### src/rtl/logic_pipe_pkg_311.sv
// logic_pipe_pkg_311: opcode encodings shared by the gate pipeline and its operator
package logic_pipe_pkg_311;
    localparam int OP_W = 3;
    localparam logic [OP_W-1:0] OP_NOT  = 3'd0;
    localparam logic [OP_W-1:0] OP_OR   = 3'd1;
    localparam logic [OP_W-1:0] OP_AND  = 3'd2;
    localparam logic [OP_W-1:0] OP_NAND = 3'd3;
    localparam logic [OP_W-1:0] OP_NOR  = 3'd4;
    localparam logic [OP_W-1:0] OP_XOR  = 3'd5;
    localparam logic [OP_W-1:0] OP_XNOR = 3'd6;
    localparam logic [OP_W-1:0] OP_ACCX = 3'd7;
endpackage

### src/rtl/logic_op_311.sv
// logic_op_311: combinational bitwise gate / xor-accumulate operator
module logic_op_311
    import logic_pipe_pkg_311::*;
#(
    parameter int WIDTH = 8
) (
    input  logic [OP_W-1:0]  i_op,
    input  logic [WIDTH-1:0] i_a,
    input  logic [WIDTH-1:0] i_b,
    input  logic [WIDTH-1:0] i_acc,
    output logic [WIDTH-1:0] o_y
);
    // select the gate function; every opcode is defined, ACCX folds a into acc
    always_comb begin
        o_y = i_acc ^ i_a;
        case (i_op)
            OP_NOT:  o_y = ~i_a;
            OP_OR:   o_y = i_a | i_b;
            OP_AND:  o_y = i_a & i_b;
            OP_NAND: o_y = ~(i_a & i_b);
            OP_NOR:  o_y = ~(i_a | i_b);
            OP_XOR:  o_y = i_a ^ i_b;
            OP_XNOR: o_y = ~(i_a ^ i_b);
            default: o_y = i_acc ^ i_a;
        endcase
    end
endmodule

### src/rtl/logic_pipe_311.sv
// logic_pipe_311: two-stage valid/ready gate pipeline with xor accumulator and result flags
module logic_pipe_311
    import logic_pipe_pkg_311::*;
#(
    parameter int WIDTH = 8
) (
    input  logic             clk_311,
    input  logic             rst_311,
    input  logic             in_valid_311,
    output logic             in_ready_311,
    input  logic [WIDTH-1:0] a_311,
    input  logic [WIDTH-1:0] b_311,
    input  logic [OP_W-1:0]  op_311,
    input  logic             acc_clr_311,
    output logic             out_valid_311,
    input  logic             out_ready_311,
    output logic [WIDTH-1:0] y_311,
    output logic             zero_311,
    output logic             parity_311
);
    logic             r_s1_valid;
    logic [WIDTH-1:0] r_s1_a;
    logic [WIDTH-1:0] r_s1_b;
    logic [OP_W-1:0]  r_s1_op;
    logic [WIDTH-1:0] r_acc;
    logic             r_out_valid;
    logic [WIDTH-1:0] r_y;
    logic             r_zero;
    logic             r_parity;
    logic             w_s2_load;
    logic             w_accx_load;
    logic [WIDTH-1:0] w_acc_in;
    logic [WIDTH-1:0] w_y;

    assign w_s2_load     = r_s1_valid & (~r_out_valid | out_ready_311);
    assign w_accx_load   = w_s2_load & (r_s1_op == OP_ACCX);
    assign in_ready_311  = ~rst_311 & (~r_s1_valid | w_s2_load);
    // a same-cycle clear takes effect before the ACCX fold
    assign w_acc_in      = acc_clr_311 ? '0 : r_acc;
    assign out_valid_311 = r_out_valid;
    assign y_311         = r_y;
    assign zero_311      = r_zero;
    assign parity_311    = r_parity;

    logic_op_311 #(.WIDTH(WIDTH)) u_op (
        .i_op  (r_s1_op),
        .i_a   (r_s1_a),
        .i_b   (r_s1_b),
        .i_acc (w_acc_in),
        .o_y   (w_y)
    );

    // stage 1: capture operands whenever the stage is empty or draining into stage 2
    always_ff @(posedge clk_311) begin
        if (rst_311) begin
            r_s1_valid <= 1'b0;
            r_s1_a     <= '0;
            r_s1_b     <= '0;
            r_s1_op    <= '0;
        end else if (in_ready_311) begin
            r_s1_valid <= in_valid_311;
            if (in_valid_311) begin
                r_s1_a  <= a_311;
                r_s1_b  <= b_311;
                r_s1_op <= op_311;
            end
        end
    end

    // stage 2: register result and flags, hold them while the consumer stalls
    always_ff @(posedge clk_311) begin
        if (rst_311) begin
            r_out_valid <= 1'b0;
            r_y         <= '0;
            r_zero      <= 1'b0;
            r_parity    <= 1'b0;
        end else if (w_s2_load) begin
            r_out_valid <= 1'b1;
            r_y         <= w_y;
            r_zero      <= ~|w_y;
            r_parity    <= ^w_y;
        end else if (out_ready_311) begin
            r_out_valid <= 1'b0;
        end
    end

    // accumulator: folds ACCX operands as they enter stage 2, cleared by level acc_clr
    always_ff @(posedge clk_311) begin
        if (rst_311) r_acc <= '0;
        else if (w_accx_load) r_acc <= w_y;
        else if (acc_clr_311) r_acc <= '0;
    end
endmodule

### config.mk
export PLATFORM = sky130hd
export DESIGN_NAME = logic_pipe_311
export DESIGN_NICKNAME = d
export VERILOG_FILES = /design/src/rtl/logic_pipe_pkg_311.sv /design/src/rtl/logic_op_311.sv /design/src/rtl/logic_pipe_311.sv
export SDC_FILE = /design/constraint.sdc
export NUM_CORES = 1
export LEC_CHECK = 0
export CAP_MARGIN = 20
export CORE_MARGIN = 8
export CORE_UTILIZATION = 55
export DETAILED_ROUTE_END_ITERATION = 7
export PLACE_DENSITY = 0.8
export SLEW_MARGIN = 10
export SYNTH_ARGS = -nofsm -noshare
export SYNTH_HDL_FRONTEND = slang
export SYNTH_HIERARCHICAL = 1
export SYNTH_SLANG_ARGS = --single-unit
### constraint.sdc
create_clock -name clk_311 -period 3.21 [get_ports clk_311]
set_input_delay 0.321 -clock clk_311 [delete_from_list [all_inputs] [get_ports clk_311]]
set_output_delay 0.321 -clock clk_311 [all_outputs]
set_load 0.02 [all_outputs]
==> results.sh <==
export IMPL_status="finished clean"
export IMPL_layout_nets=360
export IMPL_clock_sinks=39
export IMPL_fin_util_pct=67.1
export IMPL_netlist_area_um2=2680
export IMPL_start_kind="primary input"
export IMPL_cp_buffers_inverters=2
export IMPL_skew_ps=11.2
export IMPL_cts_hold_buf=0
export IMPL_path_cells="clkdlybuf4s50_1, nor2b_1, xnor2_1, mux2i_1, mux4_2, inv_1, ha_1, xnor2_1, xnor2_1, a311oi_1"
export IMPL_fin_crit_sh_pct=81.3
export IMPL_synth_cells=286
export IMPL_crit_family="buffers and inverters"
export IMPL_max_stage_delay_ps=580
export IMPL_drc=0
export IMPL_worst_slew_pin_slew_ps=705
export IMPL_hpwl_mm=4.00
export IMPL_hold_violations=0
export IMPL_cts_resized=0
export IMPL_post_cts_buffers=0
export IMPL_vias=2066
export IMPL_period_minus_slack_ps=2610
export IMPL_synth_nets=330
export IMPL_rows=25
export IMPL_clk_latency_ps=300
export IMPL_grt_pass1_wl_mm=9.17
export IMPL_n_antenna_cell=0
export IMPL_clkTransAtPathRegs_ps=90
export IMPL_path_class="primary input to flop"
export IMPL_ios=36
export IMPL_fin_tns_setup_ps=0
export IMPL_leakage_nw=1.31
export IMPL_ir_drop_mv=0.196
export IMPL_viasPerCell=5.38
export IMPL_ant_nets=0
export IMPL_antenna_found_initial=0
export IMPL_grt_remaining_overflow=0
export IMPL_cp_end_kind="flop"
export IMPL_worstPathRequired_ps=3410
export IMPL_route_met3_wl_um=269
export IMPL_crit_path_frequent_cell="xnor2_1"
export IMPL_met1_length_mm=2.64
export IMPL_grt_pass1_vias=2001
export IMPL_met2_length_mm=2.53
export IMPL_maxUsedRoutingLayer="met4"
export IMPL_cts_made_buffers=5
export IMPL_routed_wl_mm=5.50
export IMPL_worstPathArrival_ps=2810
export IMPL_yosysWarnings=6
export IMPL_gp_congestion=0.817
export IMPL_start_util_pct=56.7
export IMPL_maxClockFrequency_mhz=383
export IMPL_coreArea_um2=4720
export IMPL_relSlewSlack_pct=53.0
export IMPL_synthFlopType="dfxtp_1"
export IMPL_synth_edff_count=0
export IMPL_first_pass_iters=4
export IMPL_drive_gt1_share_pct=12.6
export IMPL_routedWlPerCell_um=14.3
export IMPL_grt_total_usage_pct=15.4
export IMPL_synth_async_reset_ratio_pct=0
export IMPL_cts_root_buf="clkbuf_8"
export IMPL_setup_viol=0
export IMPL_yosysSeqAreaShare_pct=29.2
export IMPL_dr_first_iter_drc_count=148
export IMPL_total_power_mw=1.36
export IMPL_ys_seq_elements=39
export IMPL_synth_area_per_cell_um2=9.36
export IMPL_die_height_um=85.8
export IMPL_portBuffers=35
export IMPL_maxCapViolations=0
export IMPL_dieWidth_um=85.8
export IMPL_clock_tree_buffer_depth=2
export IMPL_grt_max_degree=25
export IMPL_report_final_slew_viol_count=0
export IMPL_htreeDepth=2
export IMPL_area_delta_synth_final_pct=18.3
export IMPL_cpMaxStageDelayCell="clkdlybuf4s50_1"
export IMPL_rsz0062_at_grt="false"
export IMPL_hold_path_class="flop to flop"
export IMPL_cts_tree="built"
export IMPL_die_area_um2=7360
export IMPL_critPathMaxFanout=8
export IMPL_power_density_nw_per_um2=430
export IMPL_synth_cell_type_count=36
==> layout make-up <==
class                   count  area [um2]
clock buffers               5        68.8
clock inverters             3        43.8
fillers                   397        1560
inverters                  26        97.6
multi-input cells         199        1660
flip-flops and latches     39         781
well taps                  67        83.8
repair buffers             45         438
==> sequential cells by signal (all words and copies together) (netlist names) <==
signal and count:
r_acc 8, r_s1_a 8, r_s1_b 8, y_311 8
r_s1_op 3, out_valid_311 1, parity_311 1, r_s1_valid 1
zero_311 1
==> cell usage after synthesis (8+ instances only) <==
library cell   n  area, um2
a21oi_1       21        105
buf_2         10       50.1
dfxtp_1       39        781
ha_1          20        250
inv_1         26       97.6
mux2_1        12        135
mux2_4        11        165
mux2i_1        9       90.1
nand3_1       11       55.1
nand4_1        9       56.3
nor2b_1       30        188
o21ai_1        9       45.0
o31ai_1        8       60.1
xnor2_1        8       70.1
xor2_1         9       78.8
==> final timing paths <==
check                               from                      end  slack (ps)  depth (start not counted)
hold reg to reg    zero_311$_SDFFE_PP0P_    zero_311$_SDFFE_PP0P_         480                          2
hold / removal     zero_311$_SDFFE_PP0P_    zero_311$_SDFFE_PP0P_         480                          2
setup reg to reg  r_s1_a[3]$_SDFFE_PP0P_  parity_311$_SDFFE_PP0P_         650                          9
setup / recovery             acc_clr_311  parity_311$_SDFFE_PP0P_         600                         10
==> where the power goes <==
part           leakage (nW)  internal (mW)  switching [mW]  total, mW
clock network        0.0581          0.232           0.188      0.420
logic                 0.933          0.213           0.177      0.390
registers             0.320          0.514          0.0379      0.552
==> cell usage in the layout, fill, tap and decap left out, types with 6 or more instances in the layout <==
| master | netlist | layout |
|---|---|---|
| mux2_4 | 11 | 11 |
| nand3_1 | 11 | 11 |
| mux2i_1 | 9 | 9 |
| o21ai_1 | 9 | 9 |
| a211oi_1 | 6 | 6 |
| nor2_1 | 6 | 6 |
| o31ai_1 | 8 | 8 |
| xor2_1 | 9 | 9 |
| mux2_1 | 12 | 12 |
| nor2b_1 | 30 | 30 |
| dfxtp_1 | 39 | 39 |
| nand4_1 | 9 | 9 |
| a21oi_1 | 21 | 21 |
| buf_4 | 1 | 9 |
| clkdlybuf4s50_1 | 0 | 35 |
| inv_1 | 26 | 26 |
| ha_1 | 20 | 20 |
| xnor2_1 | 8 | 8 |
==> logic make-up after synthesis <==
| logic type | count (synthesis) | synth area share (%) |
|---|---|---|
| and+or+nand+nor | 67 | 14.3 |
| AOI/OAI and AO/OA | 54 | 12.5 |
| adders and majority gates | 20 | 9.35 |
| xor gates and xnor gates | 17 | 5.56 |
| muxes | 41 | 20.0 |
| buffers and inverters | 48 | 9.02 |
| DFF | 39 | 29.2 |
==> stage by stage <==
step	instances	setup slack (ps)	area, um2	hold WS, ps
final	384	599	3170	479
after CTS	384	638	3170	481
after global routing	384	472	3170	505
after global placement	376	471	3060	466
after floorplan	286	872	2680	446
after detailed placement	376	347	3060	469
==> routing by layer <==
metal	GRT usage (%)	vias to the layer above
li1	-	1054
met4	4.78	0
met2	25.2	53
met1	19.4	954
met5	0	-
met3	3.72	5
==> worst register-to-register path, stage by stage, from the launching register on <==
cell      delay (ps)
dfxtp_1          430
inv_1             70
ha_1             300
mux2_1           290
mux4_2           510
inv_1             90
ha_1             240
xnor2_1          190
xnor2_1           90
a311oi_1         260
(Power assumes the default switching activity.)
